$ cat config.mk
export PLATFORM = sky130hd
export DESIGN_NAME = gate_exerciser
export DESIGN_NICKNAME = d
export VERILOG_FILES = /design/src/rtl/gate_exerciser_pkg.sv /design/src/rtl/gate_exerciser_hold_timer.sv /design/src/rtl/gate_exerciser.sv
export SDC_FILE = /design/constraint.sdc
export NUM_CORES = 1
export LEC_CHECK = 0
export CORE_MARGIN = 2
export CORE_UTILIZATION = 45
export CTS_CLUSTER_SIZE = 16
export DETAILED_ROUTE_END_ITERATION = 16
export PLACE_DENSITY = 0.73
export SYNTH_ARGS = -nofsm -noshare
export SYNTH_HDL_FRONTEND = slang
export SYNTH_SLANG_ARGS = --single-unit
$ cat constraint.sdc
create_clock -name clock -period 2.9 [get_ports clock]
set_clock_uncertainty 0.2 [all_clocks]
set_input_delay 0.29 -clock clock [delete_from_list [all_inputs] [get_ports clock]]
set_output_delay 0.29 -clock clock [all_outputs]
set_load 0.005 [all_outputs]
$ cat src/rtl/gate_exerciser_pkg.sv
// Shared definitions for the two-input gate exerciser: gate codes, FSM states,
// the fixed stimulus table and a reference gate evaluator.
package gate_exerciser_pkg;

  localparam logic [1:0] GATE_AND  = 2'd0;
  localparam logic [1:0] GATE_OR   = 2'd1;
  localparam logic [1:0] GATE_XOR  = 2'd2;
  localparam logic [1:0] GATE_NAND = 2'd3;

  typedef enum logic [1:0] {S_IDLE, S_DRIVE, S_DONE} state_t;

  localparam int NUM_VEC = 5;
  // Entry 0 sits in the low bits; each entry is {in1,in2}.
  localparam logic [NUM_VEC-1:0][1:0] VEC_TABLE = {2'b00, 2'b11, 2'b10, 2'b01, 2'b00};

  function automatic logic gate_eval(input logic [1:0] fn, input logic a, input logic b);
    case (fn)
      GATE_AND:  return a & b;
      GATE_OR:   return a | b;
      GATE_XOR:  return a ^ b;
      default:   return ~(a & b);
    endcase
  endfunction

endpackage

$ cat src/rtl/gate_exerciser_hold_timer.sv
// Per-vector hold counter: counts 0..HOLD_CYCLES-1 while enabled and wraps,
// flagging the last cycle of each hold window.
module gate_exerciser_hold_timer #(
  parameter int HOLD_CYCLES = 10
) (
  input  logic clock,
  input  logic reset,
  input  logic clr_i,
  input  logic en_i,
  output logic tc_o
);

  logic [7:0] cnt_q;

  assign tc_o = (cnt_q == 8'(HOLD_CYCLES - 1));

  always_ff @(posedge clock) begin
    if (reset || clr_i)
      cnt_q <= '0;
    else if (en_i)
      cnt_q <= tc_o ? 8'd0 : cnt_q + 8'd1;
  end

endmodule

$ cat src/rtl/gate_exerciser.sv
// Drives a fixed five-vector sequence into a two-input gate, checks each
// response against the expected function and reports a saturating error count.
module gate_exerciser
  import gate_exerciser_pkg::*;
#(
  parameter int         HOLD_CYCLES = 10,
  parameter logic [1:0] GATE_FN     = 2'd1
) (
  input  logic       clock,
  input  logic       reset,
  input  logic       start,
  output logic       in1,
  output logic       in2,
  input  logic       out,
  output logic       busy,
  output logic       done,
  output logic       pass,
  output logic [2:0] err_count
);

  state_t     state_q, state_d;
  logic [2:0] idx_q, idx_d;
  logic [1:0] vec_q, vec_d;
  logic [2:0] err_q, err_d;
  logic       pass_q, pass_d;
  logic       launch_q, launch_d;
  logic       tc;

  gate_exerciser_hold_timer #(.HOLD_CYCLES(HOLD_CYCLES)) u_hold (
    .clock (clock),
    .reset (reset),
    .clr_i (launch_q),
    .en_i  (state_q == S_DRIVE),
    .tc_o  (tc)
  );

  // A sampled start arms launch_q; the run itself begins one edge later.
  always_ff @(posedge clock) begin
    if (reset) begin
      state_q  <= S_IDLE;
      idx_q    <= '0;
      vec_q    <= '0;
      err_q    <= '0;
      pass_q   <= 1'b0;
      launch_q <= 1'b0;
    end else begin
      state_q  <= state_d;
      idx_q    <= idx_d;
      vec_q    <= vec_d;
      err_q    <= err_d;
      pass_q   <= pass_d;
      launch_q <= launch_d;
    end
  end

  always_comb begin
    state_d  = state_q;
    idx_d    = idx_q;
    vec_d    = vec_q;
    err_d    = err_q;
    pass_d   = pass_q;
    launch_d = 1'b0;
    if (launch_q) begin
      state_d = S_DRIVE;
      idx_d   = '0;
      vec_d   = VEC_TABLE[0];
      err_d   = '0;
      pass_d  = 1'b0;
    end else begin
      case (state_q)
        S_IDLE, S_DONE: launch_d = start;
        S_DRIVE: begin
          if (tc) begin
            if ((out != gate_eval(GATE_FN, vec_q[1], vec_q[0])) && (err_q != 3'd7))
              err_d = err_q + 3'd1;
            if (idx_q == 3'(NUM_VEC - 1)) begin
              state_d = S_DONE;
              vec_d   = 2'b00;
              pass_d  = (err_d == 3'd0);
            end else begin
              idx_d = idx_q + 3'd1;
              vec_d = VEC_TABLE[idx_d];
            end
          end
        end
        default: state_d = S_IDLE;
      endcase
    end
  end

  assign in1       = vec_q[1];
  assign in2       = vec_q[0];
  assign busy      = (state_q == S_DRIVE);
  assign done      = (state_q == S_DONE);
  assign pass      = pass_q;
  assign err_count = err_q;

endmodule

* Yosys cells after proc, flatten, opt, wreduce, memory -nomap -nowiden
Memory sizes are Yosys's and may differ from the RTL's.
Cells that the tools add are included.
** Word-level totals
- Memories :: 1
- Memory bits (read-only) :: 16
- Flip-flop bits (word level) :: 20
- Bits of input ports :: 4
** Memory list
- (no name shown) :: words 8, width 2, read ports 1, clocked after memory_dff 0, write ports 0, RTL line gate_exerciser.sv:82 : vec_d = VEC_TABLE[idx_d];
** Cells by class
- Multiplexer cells :: 14
- Magnitude comparators :: 1
- Bitwise gates (word level) :: 3
- Reduce and logical (&&, ||, !) cells :: 12
- Add/subtract/negate cells :: 3
- Equality and inequality tests :: 11
** Operators by type and width (number)
- 2-to-1 mux 3 bit :: 4
- AND reduction 3 bit :: 4
- adder 8 x 1 -> 8 bit (second input constant) :: 1
- equality test 8 x 4 -> 1 bit (second input constant) :: 1
- 2-to-1 mux 2 bit :: 4
- 2-to-1 mux 8 bit :: 1
- adder 3 x 1 -> 3 bit (second input constant) :: 2
- inequality test 3 x 1 -> 1 bit (second input constant) :: 2
- < comparator 3 x 4 -> 1 bit (second input constant) :: 1
- 2-to-1 mux 1 bit :: 4
- inequality test 2 x 1 -> 1 bit (second input constant) :: 2
- case mux 2 bit (2 select lines) :: 1
- OR reduction 2 bit :: 2
- equality test 3 bit (second input constant) :: 1
- logical NOT 3 bit :: 1
- inequality test 3 bit (second input constant) :: 1
- OR reduction 3 bit :: 1
- equality test 2 x 1 -> 1 bit (second input constant) :: 1
- equality test 2 bit (second input constant) :: 1
- logical NOT 2 bit :: 1
- inequality test 2 bit (second input constant) :: 1
- NOT 1 bit :: 2
- AND reduction 2 bit :: 1
- logical AND 1 bit :: 1
- other kinds (3) :: 3

* Longest topological paths before layout
Gate-level depths: netlist (run 1).
- Depth after elaboration :: 11
- Depth in mapped cells :: 6
- Gate-level depth less buffers :: 6

* Cells and area by module
A second synthesis (run 1) with hierarchy kept.
** Unflattened totals
- Cells, all modules :: 111
- Area total of the unflattened synthesis :: 1054.8 um^2
** By module, submodules not included
- gate_exerciser :: sequential area each 240.2 um^2, area an instance 664.4 um^2, times used 1, cells an instance 69
- gate_exerciser_hold_timer :: sequential area each 160.2 um^2, area an instance 390.4 um^2, times used 1, cells an instance 42

* Worst setup path after synthesis (run 1)
OpenSTA, ideal clock, no wires.
- Path kind :: register to register
- Start :: register err_q[0] (netlist: err_count[0])
- End :: register err_q[1] (netlist: err_count[1])
- Arrival :: 1.542 ns
- Buffers on the path :: 0
- Clock period less this slack :: 1.813 ns
- Cell stages (with the launch flop) :: 6
- Slack :: 1.087 ns
- Path through :: dfxtp_1 > ha_1 > ha_1 > or3b_2 > nor2_4 > mux2i_1
** Between the ends
- Cells in the longest elaborated chain, start to end :: 6
** Ends and longest elaborated chain
- start: declaration :: RTL line gate_exerciser.sv:24 : logic [2:0] err_q, err_d;
- start signal: assignment :: RTL line gate_exerciser.sv:50 : err_q <= err_d;
- parallel branches: the longest is 2 deep, another holds adder 3 x 1 -> 3 bit
- 2-to-1 mux 3 bit * :: RTL line gate_exerciser.sv:74 : if ((out != gate_eval(GATE_FN, vec_q[1], vec_q[0])) && (err_q != 3'd7))
- 2-to-1 mux 3 bit * :: RTL line gate_exerciser.sv:73 : if (tc) begin
- 2-to-1 mux 3 bit * :: RTL line gate_exerciser.sv:70 : case (state_q)
- 2-to-1 mux 3 bit * :: RTL line gate_exerciser.sv:63 : if (launch_q) begin
Mark *: on every way between the ends. The select of a mux whose other input is x is not followed.
A chain may end at the register's enable or synchronous reset.

* Final worst setup path (run 1)
- Start :: register state_q[0]
- End :: output busy
** Between the ends
- Cells in the longest elaborated chain, start to end :: 1
** Ends and longest elaborated chain
- start: declaration :: RTL line gate_exerciser.sv:21 : state_t state_q, state_d;
- start signal: assignment :: RTL line gate_exerciser.sv:47 : state_q <= state_d;
- equality test 2 x 1 -> 1 bit :: RTL line gate_exerciser.sv:93 : assign busy = (state_q == S_DRIVE);
- end: declaration :: RTL line gate_exerciser.sv:15 : output logic busy,
Every way passes these cells.

==> results of run 1 <==
==> worst register-to-register path: cells and delay by family (launching register included) <==
family        cells  cell delay, ns
fa+ha+maj         2            0.38
flops             1            0.39
mux               1            0.19
simple gates      2            0.70
==> flip-flops by register name (all words and copies together), names as in the netlist <==
signal        count
err_count         3
idx_q             3
launch_q          1
pass              1
state_q           2
u_hold.cnt_q      8
vec_q             2
==> layout make-up <==
cell class	count	area share [%]
repair buffers	11	9.352
clock buffers	4	3.082
flip-flops and latches	20	34.01
inverters	5	1.594
well taps	28	2.976
multi-input cells	84	48.99
==> worst min path at each step <==
stage                                  startpoint                 endpoint  slack (ns)  cells after the start
after global placement      idx_q[1]$_SDFFE_PP0P_    idx_q[1]$_SDFFE_PP0P_        0.26                      2
after detailed placement  state_q[0]$_SDFFE_PP0P_      launch_q$_SDFF_PP0_        0.27                      1
after CTS                   idx_q[1]$_SDFFE_PP0P_    idx_q[1]$_SDFFE_PP0P_        0.30                      2
after global routing        idx_q[1]$_SDFFE_PP0P_    idx_q[1]$_SDFFE_PP0P_        0.33                      2
after floorplan                             reset  state_q[0]$_SDFFE_PP0P_        0.16                      1
final                       idx_q[1]$_SDFFE_PP0P_    idx_q[1]$_SDFFE_PP0P_        0.29                      2
==> cells by family after synthesis <==
kind of cell / share of synthesized area (%)
fa+ha+maj: 7.500
buf+inv: 2.374
xor+xnor: 6.125
flops: 40.00
simple gates: 31.63
compound gates: 8.375
mux: 4.000
==> routing by layer <==
layer | wire, um | GRT usage [%]
met5 | 0 | 0
met4 | 17 | 5.405
met1 | 850 | 20.48
met2 | 906 | 29.44
met3 | 73 | 5.848
==> stage by stage <==
step / instances / setup slack, ns / hold slack [ns]
global placement: 148 / 0.9938 / 0.2612
CTS: 152 / 0.8661 / 0.2966
floorplan: 110 / 1.087 / 0.1624
finish: 152 / 0.8792 / 0.2858
detailed placement: 148 / 0.9549 / 0.2705
global route: 152 / 0.7660 / 0.3292
==> power groups by stage <==
stage | Clock [mW] | Combinational [mW] | Sequential [mW]
3_5_place_dp | 0 | 0.0432 | 0.291
2_1_floorplan | 0 | 0.0303 | 0.290
5_1_grt | 0.180 | 0.0483 | 0.287
6_report | 0.167 | 0.0430 | 0.285
3_3_place_gp | 0 | 0.0429 | 0.291
4_1_cts | 0.170 | 0.0434 | 0.285
==> cell usage after synthesis (2+ instances only) <==
cell | count | area [sq um]
dfxtp_1 | 20 | 400.4
nor2_1 | 14 | 52.55
nand2_1 | 12 | 45.04
a21oi_1 | 6 | 30.03
ha_1 | 6 | 75.07
nand3_1 | 5 | 25.02
inv_1 | 4 | 15.01
mux2i_1 | 4 | 40.04
xnor2_1 | 4 | 35.03
nand4_1 | 3 | 18.77
nor3_1 | 3 | 15.01
o21ai_0 | 3 | 15.01
xor2_1 | 3 | 26.28
nor3b_1 | 2 | 15.01
==> impl_metrics.yaml, run 1 <==
floorplan:
  die_w_um: 51.17
  dieArea_sq_um: 2618
  die_height_um: 51.17
  initial_core_util_pct: 46.59
  core-area_sq_um: 2148
  pin_count: 12
  rows: 17
global_route:
  grt_usage_pct: 17.34
  grt_pass1_vias: 792
  grt_max_degree: 12
  grt_pass1_wl_um: 3360
  gr-total-overflow: 0
  antenna_found_initial: 0
clock_network:
  cts_max_path_buffers: 2
  cts_buffers: 3
  post-cts-setup-buffers: 0
  root_buffer: "clkbuf_4"
  cts_tree: "yes"
  clkSlewWorstSetupHoldPaths_ns: 0.12
  insertion_delay_ns: 0.30
  clock_sinks: 20
  hold_buffers: 0
  cts_resized: 0
  htreeDepth: 1
power:
  p_int_mw: 0.3744
  finalPower_mw: 0.4953
  sw_frac_of_total_pct: 24.40
  clkPwrFrac_pct: 33.7
  p_per_area_nw_per_um2: 420.6
  combPwrFrac_pct: 8.7
  irDropWorstVdd_mv: 0.2833
  power_leakage_nw: 0.4288
  seq_power_share_pct: 57.6
  switchingPower_mw: 0.1208
layout:
  final_util_pct: 54.80
  final_common_cell: "dfxtp_1"
  antenna_cells: 0
  drive_gt1_share_pct: 12.10
  mostFrequentLayoutCells: "20 x dfxtp_1, 14 x nor2_1, 12 x nand2_1, 11 x clkdlybuf4s50_1"
  multi_input_area_sq_um: 576.8
  regArea_sq_um: 400.4
  area_growth_pct: 17.63
  final_nets: 135
  nFillCells: 200
  stdcell_area_sq_um: 1177
worst_setup_path:
  critical_path_class: "flop to output port"
  cpPeakStageDelay_ns: 0.53
  reg2reg_from: "err_count[0]$_SDFFE_PP0P_"
  end_kind: "output port"
  cp.required_ns: 2.41
  worstPathCellList: "nand2b_1 > inv_2 > clkdlybuf4s50_1"
  crit_cells: 3
  crit_slowest_cell: "clkdlybuf4s50_1"
  crit_buf_inv: 2
  critPathTopFamily: "buffers and inverters"
  startpoint: "state_q[0]$_SDFFE_PP0P_"
  r2r_setup_slack_ns: 0.98
  r2r_end: "err_count[1]$_SDFFE_PP0P_"
  worstPathMaxFanout: 9
  crit_end: "busy"
  critPathLaunchType: "flop"
  rr_worst_depth: 5
  arrival_ns: 1.53
logic_synthesis:
  syn-cell-area_sq_um: 1001
  syn_nets: 120
  synth-seq-cells: 20
  async_reset_ff_share_pct: 0
  yosysWarnings: 0
  ys_types: 35
  syn_avg_cell_area_sq_um: 9.100
  synth_ff_type: "dfxtp_1"
  ys_seq_area_share_pct: 40.00
  syn-instance-count: 110
  synth-edff-count: 0
detailed_routing:
  finalWirelength_um: 1848
  drt-initial-drc-count: 13
  wl_per_cell_um: 12.16
  firstDrtPassIters: 4
  route.detailed.drc: 0
  antenna_left: 0
  vias: 826
  viasPerCell: 5.434
place:
  port_buffers: 11
  placed_cell_area_sq_um: 1141
  place_hpwl_um: 1361
  gp_congestion: 0.8017
sta:
  slew_violations: 0
  max_freq_ghz: 0.4948
  setup_viol: 0
  fin_crit_sh_pct: 69.68
  finalHoldViolations: 0
  setup_tns_ns: 0
  min_period_ns: 2.021
  grt_setup_unrepaired: "no"
  relSlewSlack_pct: 62.34
  tightest_slew_ns: 0.5629
job:
  maxCapViolations: 0
outcome:
  status: "complete, no violations"
worst_hold_path:
  hold_path.class: "flop to flop"
No activity file was read; power rests on OpenSTA's default activity.
==> run 2, diff against run 1 <==
clock period = 2 ns   (was 2.9 ns; I/O delays follow)
==> impl_metrics.yaml, run 2 (synthesis gave the netlist of run 1 again) <==
clock_network:
  clock_sinks: 20
  cts_max_path_buffers: 2
  cts_tree: "yes"
  insertion_delay_ns: 0.30
  cts_resized: 0
  htreeDepth: 1
  clkSlewWorstSetupHoldPaths_ns: 0.11
  root_buffer: "clkbuf_4"
  cts_buffers: 3
power:
  power_leakage_nw: 0.4440
  irDropWorstVdd_mv: 0.5220
  p_per_area_nw_per_um2: 603.9
job:
  maxCapViolations: 0
worst_setup_path:
  worstPathCellList: "ha_1 > ha_1 > or3b_2 > nor2_4 > mux2i_1"
  crit_end: "err_count[2]$_SDFFE_PP0P_"
  crit_slowest_cell: "or3b_2"
  rr_worst_depth: 5
  critPathLaunchType: "flop"
  cp.required_ns: 2.04
  r2r_end: "err_count[2]$_SDFFE_PP0P_"
  arrival_ns: 1.94
  r2r_setup_slack_ns: 0.10
  reg2reg_from: "err_count[0]$_SDFFE_PP0P_"
  cpPeakStageDelay_ns: 0.54
  startpoint: "err_count[0]$_SDFFE_PP0P_"
  cp_common_cell: "ha_1"
  end_kind: "flop"
  worstPathMaxFanout: 6
  critical_path_class: "flop to flop"
place:
  place_hpwl_um: 1489
  placed_cell_area_sq_um: 1156
  port_buffers: 11
  gp_congestion: 0.7560
layout:
  final_nets: 138
  nFillCells: 200
  multi_input_area_sq_um: 576.8
  regMostFlops: "u_hold.cnt_q"
  area_growth_pct: 19.87
  final_util_pct: 55.85
  final_common_cell: "dfxtp_1"
  largest_register_ff_count: 8
  regArea_sq_um: 400.4
  antenna_cells: 0
  mostFrequentLayoutCells: "20 x dfxtp_1, 14 x nor2_1, 12 x nand2_1, 11 x clkdlybuf4s50_1"
  drive_gt1_share_pct: 14.17
  stdcell_area_sq_um: 1200
worst_hold_path:
  hold_path.class: "input pin to flop"
floorplan:
  die_w_um: 51.17
  die_height_um: 51.17
  rows: 17
  core-area_sq_um: 2148
  initial_core_util_pct: 46.59
  pin_count: 12
  dieArea_sq_um: 2618
global_route:
  grt_pass1_vias: 733
  antenna_found_initial: 0
  grt_max_degree: 12
  grt.met2_usage_pct: 27.49
  grt_pass1_wl_um: 3167
  grtUsageMet1_pct: 19.67
  grt_use_met3_pct: 5.556
  grt.busiest_layer: "met2"
  gr-total-overflow: 0
  grt_usage_pct: 16.26
detailed_routing:
  antenna_left: 0
  viasPerCell: 5.135
  firstDrtPassIters: 4
  route.detailed.drc: 0
  drt-initial-drc-count: 9
  wl_per_cell_um: 12.36
  vias: 796
  finalWirelength_um: 1916
outcome:
  status: "complete, no violations"
sta:
  tightest_slew_ns: 0.3799
  slew_violations: 0
  min_period_ns: 1.896
  relSlewSlack_pct: 74.57
  fin_crit_sh_pct: 94.80
  setup_viol: 0
  setup_tns_ns: 0
  finalHoldViolations: 0
  max_freq_ghz: 0.5274
  grt_setup_unrepaired: "no"
run 2: report_power, final:
part           switching [mW]  internal (mW)
clock                   0.128          0.111
sequential            0.00625          0.405
combinational          0.0403         0.0339
total                   0.174          0.550
run 2: through the flow:
step / setup WS, ns / hold slack [ns] / instances / power [mW]
6_report: 0.1040 / 0.2592 / 155 / 0.7246
5_1_grt: 0.03006 / 0.2549 / 155 / 0.7554
4_1_cts: 0.04184 / 0.2491 / 154 / 0.7302
3_5_place_dp: 0.1210 / 0.2791 / 150 / 0.4910
3_3_place_gp: 0.1626 / 0.2624 / 150 / 0.4894
2_1_floorplan: 0.1867 / 0.07238 / 110 / 0.4640
run 2: worst min-delay path by stage:
stage	slack, ns	cells past startpoint	endpoint	from
detailed placement	0.28	2	idx_q[1]$_SDFFE_PP0P_	idx_q[1]$_SDFFE_PP0P_
finish	0.26	2	state_q[0]$_SDFFE_PP0P_	reset
global placement	0.26	2	idx_q[1]$_SDFFE_PP0P_	idx_q[1]$_SDFFE_PP0P_
global route	0.25	2	launch_q$_SDFF_PP0_	start
floorplan	0.07	1	state_q[0]$_SDFFE_PP0P_	reset
CTS	0.25	2	state_q[0]$_SDFFE_PP0P_	reset
run 2: final cells by class:
| type | instances | share of cell area, % |
|---|---|---|
| flip-flops and latches | 20 | 33.37 |
| repair buffers | 14 | 11.05 |
| inverters | 5 | 1.564 |
| well taps | 28 | 2.920 |
| multi-input cells | 84 | 48.07 |
| clock buffers | 4 | 3.024 |
run 2: per-layer routing:
layer | up-vias | share of wire, %
met5 | - | 0
met4 | 0 | 0.47
met3 | 2 | 3.1
met2 | 9 | 47
met1 | 369 | 49
li1 | 416 | -
run 2: timing repair:
item | CTS | global route
endpoints found under the setup margin | 0 | 1
buffers inserted | 0 | 1
hold buffers | 0 | 0
endpoints found under the hold margin | 0 | 0
run 2: critical path, delay by kind of cell (launching register included):
kind	cells	cell delay, ns
DFF	1	0.38
muxes	1	0.19
and+or+nand+nor	2	0.69
adders and majority gates	2	0.37
==> edit 1, RTL diff (flow settings as in run 2) <==
The 3 states of `state_t` get a one-hot encoding in 3 bits.
--- a/src/rtl/gate_exerciser_pkg.sv
+++ b/src/rtl/gate_exerciser_pkg.sv
@@ -7,7 +7,7 @@
   localparam logic [1:0] GATE_XOR  = 2'd2;
   localparam logic [1:0] GATE_NAND = 2'd3;
 
-  typedef enum logic [1:0] {S_IDLE, S_DRIVE, S_DONE} state_t;
+  typedef enum logic [2:0] {S_IDLE = 3'b001, S_DRIVE = 3'b010, S_DONE = 3'b100} state_t;
 
   localparam int NUM_VEC = 5;
   // Entry 0 sits in the low bits; each entry is {in1,in2}.
Behaviour: no difference found for any inputs over 10 cycles, from zero or initial values and one cycle with reset high; not proved beyond that.
==> edit 1 against run 2 <==
- setup slack worse by 50 ps
- global-route usage is 0.13 points lower
- design area is 3.2% higher
- sequential cell count is 1 higher
- cell count is 2.6% higher
- die area is 5.4% higher
- wire length is 4.4% higher
- area after synthesis is 5.9% higher
- fmax is 2.6% lower
- critical path depth is 2 lower
Power is not compared: it rests on default switching activity, and its combinational part moved more than twofold at a synthesized area within 25%.
==> edit 1: results (changes against run 2) <==
global_route:
  grt_pass1_wl_um: 3260  # +3.0%
  grt_util_met1_pct: 21.5  # +1.8 points
  grt_max_degree: 20  # +8
  grtUsageMet3_pct: 2.57  # -3.0 points
  grt_usage_pct: 16.1  # -0.13 points
  grt_pass1_vias: 765  # +4.4%
route:
  met3WireLength_um: 38  # -37%
  post_drt_wl_per_cell_um: 12.6  # +1.8%
  vias: 856  # +7.5%
  drt-initial-drc-count: 7  # -2
  routed_wirelength_um: 2000  # +4.4%
  wl_met1_um: 1000  # +6.5%
  wl_met2_um: 942  # +4.3%
critical_path:
  cp_max_fo: 12  # +6
  slowest_stage: "clkdlybuf4s50_1"
  r2r_cells: 6  # +1
  slowest_delay_ps: 510  # -30 ps
timing:
  worstMarginPinSlew_ps: 371  # -8.64 ps
logic_synthesis:
  ys_top_cells_by_count: "dfxtp_1 (21), nor2_1 (12), a21oi_1 (10)"
  synth_xor_area_share_pct: 7.44  # +1.3 points
  synthMuxAreaShare_pct: 2.95  # -1.0 points
  synth-compound-area-share_pct: 10.3  # +1.9 points
  ys_top_cells_by_area: "dfxtp_1 (40%), ha_1 (7.1%), xnor2_1 (5.0%)"
  avgSynthCellArea_um2: 8.98  # -1.3%
  synthAdderAreaFrac_pct: 7.08  # -0.42 points
  ys_seq_area_share_pct: 39.7  # -0.33 points
  synth.net_count: 128  # +6.7%
power:
  total_power_mw: 0.660
final_layout:
  nets: 142  # +2.9%
  drive_gt1_share_pct: 13.0  # -1.2 points
placed_design:
  dp.cells: 155  # +3.3%
  place_congestion: 0.832  # +10%
  dpl-instance-area_um2: 1200  # +3.8%
outcome:
  outcome: "finished, final reports clean"
clock_network:
  post_cts_resized: 2  # +2
==> edit 1: changes by cell type in the layout (fill, tap and decap cells not counted), sizes merged, moves of 2 or more <==
cell,delta
a21oi,+4
a31oi,+2
mux2i,-2
nand2,-6
nand4,+3
nor2,-3
nor3,+5
xnor2,+2
==> edit 1: final cells by class <==
type                    instances  area, um2
well taps                      28       35.0
inverters                       4       15.0
clock buffers                   4       26.3
flip-flops and latches         21        423
fillers                       220        973
repair buffers                 15        144
multi-input cells              87        596
==> edit 1: worst paths after layout <==
| path | from | end | slack [ps] |
|---|---|---|---|
| max | state_q[1] | busy | 50 |
| min | reset | state_q[1] | 260 |
| max reg2reg | u_hold.cnt_q[1] | idx_q[2] | 160 |
| min reg2reg | state_q[1] | launch_q | 270 |
==> edit 1: critical path: cells and delay by family (launching register included) <==
| kind | cells | cell delay, ps |
|---|---|---|
| and+or+nand+nor | 1 | 180 |
| buffers and inverters | 2 | 680 |
| DFF | 1 | 380 |
==> edit 2, RTL diff (config.mk and constraints of run 2) <==
Made on the original files. Change the package constant `NUM_VEC` from 5 to 4.
--- a/src/rtl/gate_exerciser_pkg.sv
+++ b/src/rtl/gate_exerciser_pkg.sv
@@ -9,7 +9,7 @@
 
   typedef enum logic [1:0] {S_IDLE, S_DRIVE, S_DONE} state_t;
 
-  localparam int NUM_VEC = 5;
+  localparam int NUM_VEC = 4;
   // Entry 0 sits in the low bits; each entry is {in1,in2}.
   localparam logic [NUM_VEC-1:0][1:0] VEC_TABLE = {2'b00, 2'b11, 2'b10, 2'b01, 2'b00};
 
Function: same outputs for any inputs over 10 cycles, from zero or initial values and one cycle with reset high; that may be too few to reach the edited logic, so the function may still have changed.
==> edit 2 against run 2 <==
- setup slack worse by 52 ps
- area after synthesis down 3.1%
- die area down 2.9%
- via count up 3.8%
- synthesized cell count down 0.91%
- total power up 12%
- wire length up 2.9%
- design area up 2.1%
- sequential cell count unchanged
- first-iteration DRC count up 67%
- critical path type is now flop to output port
==> edit 2: results (changes against run 2) <==
outcome:
  outcome: "finished, final reports clean"
route:
  met3WireLength_um: 48  # -20%
  post_drt_wl_per_cell_um: 12.8  # +3.5%
  wl_met1_um: 932  # -1.1%
  drt-initial-drc-count: 15  # +6
  first_pass_iters: 5  # +1
  vias: 826  # +3.8%
critical_path:
  r2r_setup_slack_ps: 80  # -20 ps
  crit_start: "state_q[0]"
  cpLargestDelayFamily: "buffers and inverters"
  crit_end: "busy"
  slowest_stage: "clkdlybuf4s50_1"
  reg2reg_to: "err_count[0]"
  worstPathArrival_ps: 1550  # -390 ps
  slowest_delay_ps: 500  # -40 ps
  cp_max_fo: 8  # +2
min_path:
  hp-class: "flop to flop"
  whs_endpoint: "launch_q"
  hold_start: "state_q[0]"
logic_synthesis:
  synthAdderAreaFrac_pct: 7.74  # +0.24 points
  syn_inst: 109  # -0.91%
  synthMuxAreaShare_pct: 1.03  # -3.0 points
  synth_xor_area_share_pct: 5.42  # -0.71 points
  ys_seq_area_share_pct: 41.3  # +1.3 points
  ys_top_cells_by_count: "dfxtp_1 (20), nor2_1 (12), nand2_1 (10)"
  synth.net_count: 119  # -0.83%
  ys_types: 32  # -8.6%
  synth-compound-area-share_pct: 12.9  # +4.5 points
global_route:
  gr-usage-met2_pct: 28.5  # +1.0 points
  grt_pass1_vias: 785  # +7.1%
  grt_pass1_wl_um: 3370  # +6.3%
  grt_usage_pct: 17.1  # +0.79 points
  grt_max_degree: 16  # +4
  grtUsageMet3_pct: 1.79  # -3.8 points
placed_design:
  hpwl_um: 1370  # -8.2%
  dp.cells: 149  # -0.67%
  pre_cts_ws_ps: 50.1  # -70.8 ps
  dpl-instance-area_um2: 1140  # -1.2%
timing:
  whs_ps: 275  # +15.7 ps
  period_needed_ps: 1950  # +51.8 ps
  max_slew_margin_pct: 80.1  # +5.6 points
power:
  leakage_nw: 0.447  # +0.56%
  vdd_ir_drop_max_mv: 0.421  # -19%
final_layout:
  drive_gt1_share_pct: 15.7  # +1.6 points
  n_fill_cell: 185  # -7.5%
==> edit 2: cell count changes after synthesis, sizes merged, moves of 3 or more <==
| cell | delta |
|---|---|
| mux2i | -3 |
| clkbuf | +3 |
| o31ai | +3 |
| nor3 | +3 |
| nor2 | -3 |
==> edit 2: timing repair <==
| action | CTS | global route |
|---|---|---|
| pin swaps | 0 | 1 |
| setup endpoints to repair | 1 | 8 |
| setup buffers | 0 | 1 |
| resized for setup | 2 | 4 |
==> edit 2: power by group <==
group	switching, mW	internal (mW)	total, mW	leakage, nW
sequential	0.00397	0.403	0.407	0.162
combinational	0.0332	0.0343	0.0675	0.257
clock	0.132	0.203	0.334	0.0279
total	0.169	0.640	0.809	0.447
==> edit 2: area by class of cell <==
type,count,area (um2),area share (%)
clock buffer,3,22.5,1.84
clock inverter,1,30.0,2.45
inverter,4,15.0,1.23
multi-input combinational,81,556,45.4
sequential,20,402,32.8
tap,27,33.8,2.76
timing repair buffer,18,166,13.6
